$ cat src/rtl/router_buffer.sv
// Load-enabled holding register for one router word. Stages a packet or
// token word between router-core pipeline steps; async reset clears it.
module router_buffer #(
  parameter int WIDTH = 55
) (
  input  logic             clk,
  input  logic             rst,
  input  logic [WIDTH-1:0] new_value,
  input  logic             buffer_select,
  output logic [WIDTH-1:0] out
);

  logic [WIDTH-1:0] stored;

  // Reset wins over any load, so unknown select/data during reset never leaks in.
  always_ff @(posedge clk or posedge rst) begin
    if (rst)                stored <= '0;
    else if (buffer_select) stored <= new_value;
  end

  assign out = stored;

endmodule

$ cat config.mk
export PLATFORM = sky130hd
export DESIGN_NAME = router_buffer
export DESIGN_NICKNAME = d
export VERILOG_FILES = /design/src/rtl/router_buffer.sv
export SDC_FILE = /design/constraint.sdc
export NUM_CORES = 1
export LEC_CHECK = 0
export ABC_AREA = 1
export BUFFER_PORTS_ARGS = -buffer_cell sky130_fd_sc_hd__buf_4
export CORE_AREA = 2 2 51 101
export CTS_BUF_LIST = sky130_fd_sc_hd__clkbuf_8
export DETAILED_ROUTE_END_ITERATION = 10
export DIE_AREA = 0 0 53 103
export PLACE_DENSITY = 0.8
export SLEW_MARGIN = 5
export SYNTH_ARGS = -nofsm -noshare
export SYNTH_HDL_FRONTEND = slang
export SYNTH_SLANG_ARGS = --single-unit
$ cat constraint.sdc
create_clock -name clk -period 1.7 [get_ports clk]
set_input_delay 0 -clock clk [delete_from_list [all_inputs] [get_ports clk]]
set_output_delay 0 -clock clk [all_outputs]
set_load 0.05 [all_outputs]
==> flow_summary.yaml <==
placement:
  numPortBuffers: 112
  gp_congestion: 0.701
  dp_hpwl_um: 3500
  dp.cells: 394
setup_path:
  reg2reg_depth: 3
  cp_slowest_stage_delay_ns: 0.56
  crit_path_max_fanout: 2
  crit_required_ns: 1.89
  cp-end-kind: "register"
  crit_slowest_cell: "dlygate4sd3_1"
  critPathTopFamily: "buffers and inverters"
  r2r_slack_ns: 0.50
  crit_path_cell_trace: "nand2_1, nand2_1, dlygate4sd3_1"
  crit_buf_inv: 1
  cp_data_arrival_time_ns: 1.38
  cp.depth: 3
  cp-start-kind: "register"
  crit_type: "reg -> reg"
  crit_path_frequent_cell: "nand2_1"
die:
  die_area_um2: 5460
  die_y_um: 103
  io_pins: 113
  die_w_um: 53
  core_area_um2: 4730
  placementRows: 36
  start_util_pct: 44.4
grt:
  grt_pass1_wl_um: 10000
  grt_overflow: 0
  grt_pass1_vias: 2215
  antenna_found_initial: 0
  grt_util_all_layers_pct: 24.7
  grt_max_degree: 56
sta:
  period_share_pct: 70.3
  hold_viol: 0
  grt_setup_unrepaired: "no"
  setup_tns_ns: 0
  drv_slew: 0
  setup_viol: 0
  skew_ns: 0
  worst_pin_slew_ns: 0.560
  slew_headroom_pct: 62.6
  finalCriticalPeriod_ns: 1.20
  max_freq_ghz: 0.836
detailed_routing:
  firstDrtPassIters: 4
  drc_errors: 0
  avgViaCountPerCell: 4.64
  routed_wirelength_um: 6180
  wire_per_inst_um: 13.3
  vias: 2163
  antenna_left: 0
  drtIter0Drc: 62
layout:
  largest_reg_flops: 55
  final_cell_count_no_fill: 466
  drive_above_1_share_pct: 30.3
  diodes: 0
  area_growth_pct: 77.1
  nNetsFinal: 466
synth:
  yosys.area.top_type: "dfrtp_1"
  synth_seq_area_share_pct: 65.5
  syn_inst: 233
  synth_top_area_share_pct: 65.5
  synth_seq_cells: 55
  syn_area_um2: 2100
  synth_fp_nets: 291
  ys_types: 8
  syn_avg_cell_area_um2: 9.02
  ys_top_cells_by_area: "dfrtp_1 65%, nand2_1 29%, clkbuf_8 2.6%, buf_2 1.2%, buf_6 0.54%"
  yosysWarnings: 0
pwr:
  power.leakage_nw: 2.06
  vdd_drop_max_uv: 905
  p_per_area_nw_per_um2: 949
cts:
  clock-root-buffer: "clkbuf_8"
  h-tree-depth: 2
  clk_latency_ns: 0.31
  clockBufferDepth: 2
  post_cts_buffers: 0
  tritoncts: "done"
  path_clk_slew_ns: 0.09
  cts_buffers: 5
  cts.sinks: 55
min_path:
  hp-class: "in -> reg"
  min_path_cells: 4
job:
  maxCapViolations: 0
status:
  status: "finished clean"
## cell usage after synthesis
master and count:
buf_2 5, buf_4 1, buf_6 1, clkbuf_8 4, dfrtp_1 55, inv_1 1, inv_2 1, nand2_1 165
## per-layer routing
metal  wire length, um  GRT usage [%]
met1              2530           31.5
met2              3120           42.4
met3               448           4.93
met4                78           6.51
met5                 0              0
## cell families (layout without fill, tap and decap cells)
group,Yosys count,count (layout),synth area share [%]
buffers and inverters,13,189,5.06
DFF,55,55,65.5
and+or+nand+nor,165,165,29.5
## layout by cell type (no fill, tap or decap)
cell and count:
buf_12 1, nand2_1 165, dfrtp_1 55, clkbuf_8 5, inv_1 1, buf_4 114
inv_2 2, bufinv_16 2, dlygate4sd3_1 64
## power breakdown
group,leakage [nW],internal (mW),switching (mW)
combinational,1.32,0.394,0.648
sequential,0.670,1.42,0.0731
clock,0.0695,0.583,0.414
## cell type report
cell class                 instances  area [um2]
timing repair buffer             179        1520
tap                               57        71.3
inverter                           2        7.51
clock inverter                     3        63.8
multi-input combinational        165         619
sequential                        55        1380
clock buffer                       5        68.8
fill                             285        1010
## path summary, 6_finish.rpt
check	startpoint	to
max	out[40]	out[40]
min	buffer_select	out[44]
max reg2reg	out[40]	out[40]
min reg2reg	out[34]	out[34]
max in group asynchronous	rst	out[7]
min in group asynchronous	rst	out[19]
## per-stage QoR
stage / worst slack [ns] / total power [mW] / cell area (um2) / hold WS [ns] / util, %
after floorplan: 0.357 / 2.09 / 2100 / 0.113 / -
after global placement: 0.817 / 2.41 / 2950 / 0.0933 / 62.4
after detailed placement: 0.764 / 2.43 / 2950 / 0.0940 / 62.4
after CTS: 0.531 / 3.54 / 3720 / 0.00666 / 78.7
after global routing: 0.469 / 3.68 / 3720 / 0.0323 / 78.7
final: 0.504 / 3.53 / 3720 / 0.0201 / 78.7
## worst register-to-register path, cell delays in order (launching register included)
cell and delay (ns):
dfrtp_1 0.41, nand2_1 0.07, nand2_1 0.04, dlygate4sd3_1 0.56
## timing repair
action                                 in CTS  in global routing
endpoints found under the hold margin      81                  0
hold buffers                               64                  0
resized for setup                           0                  0
Note: power is estimated with default switching activity, not from simulation.
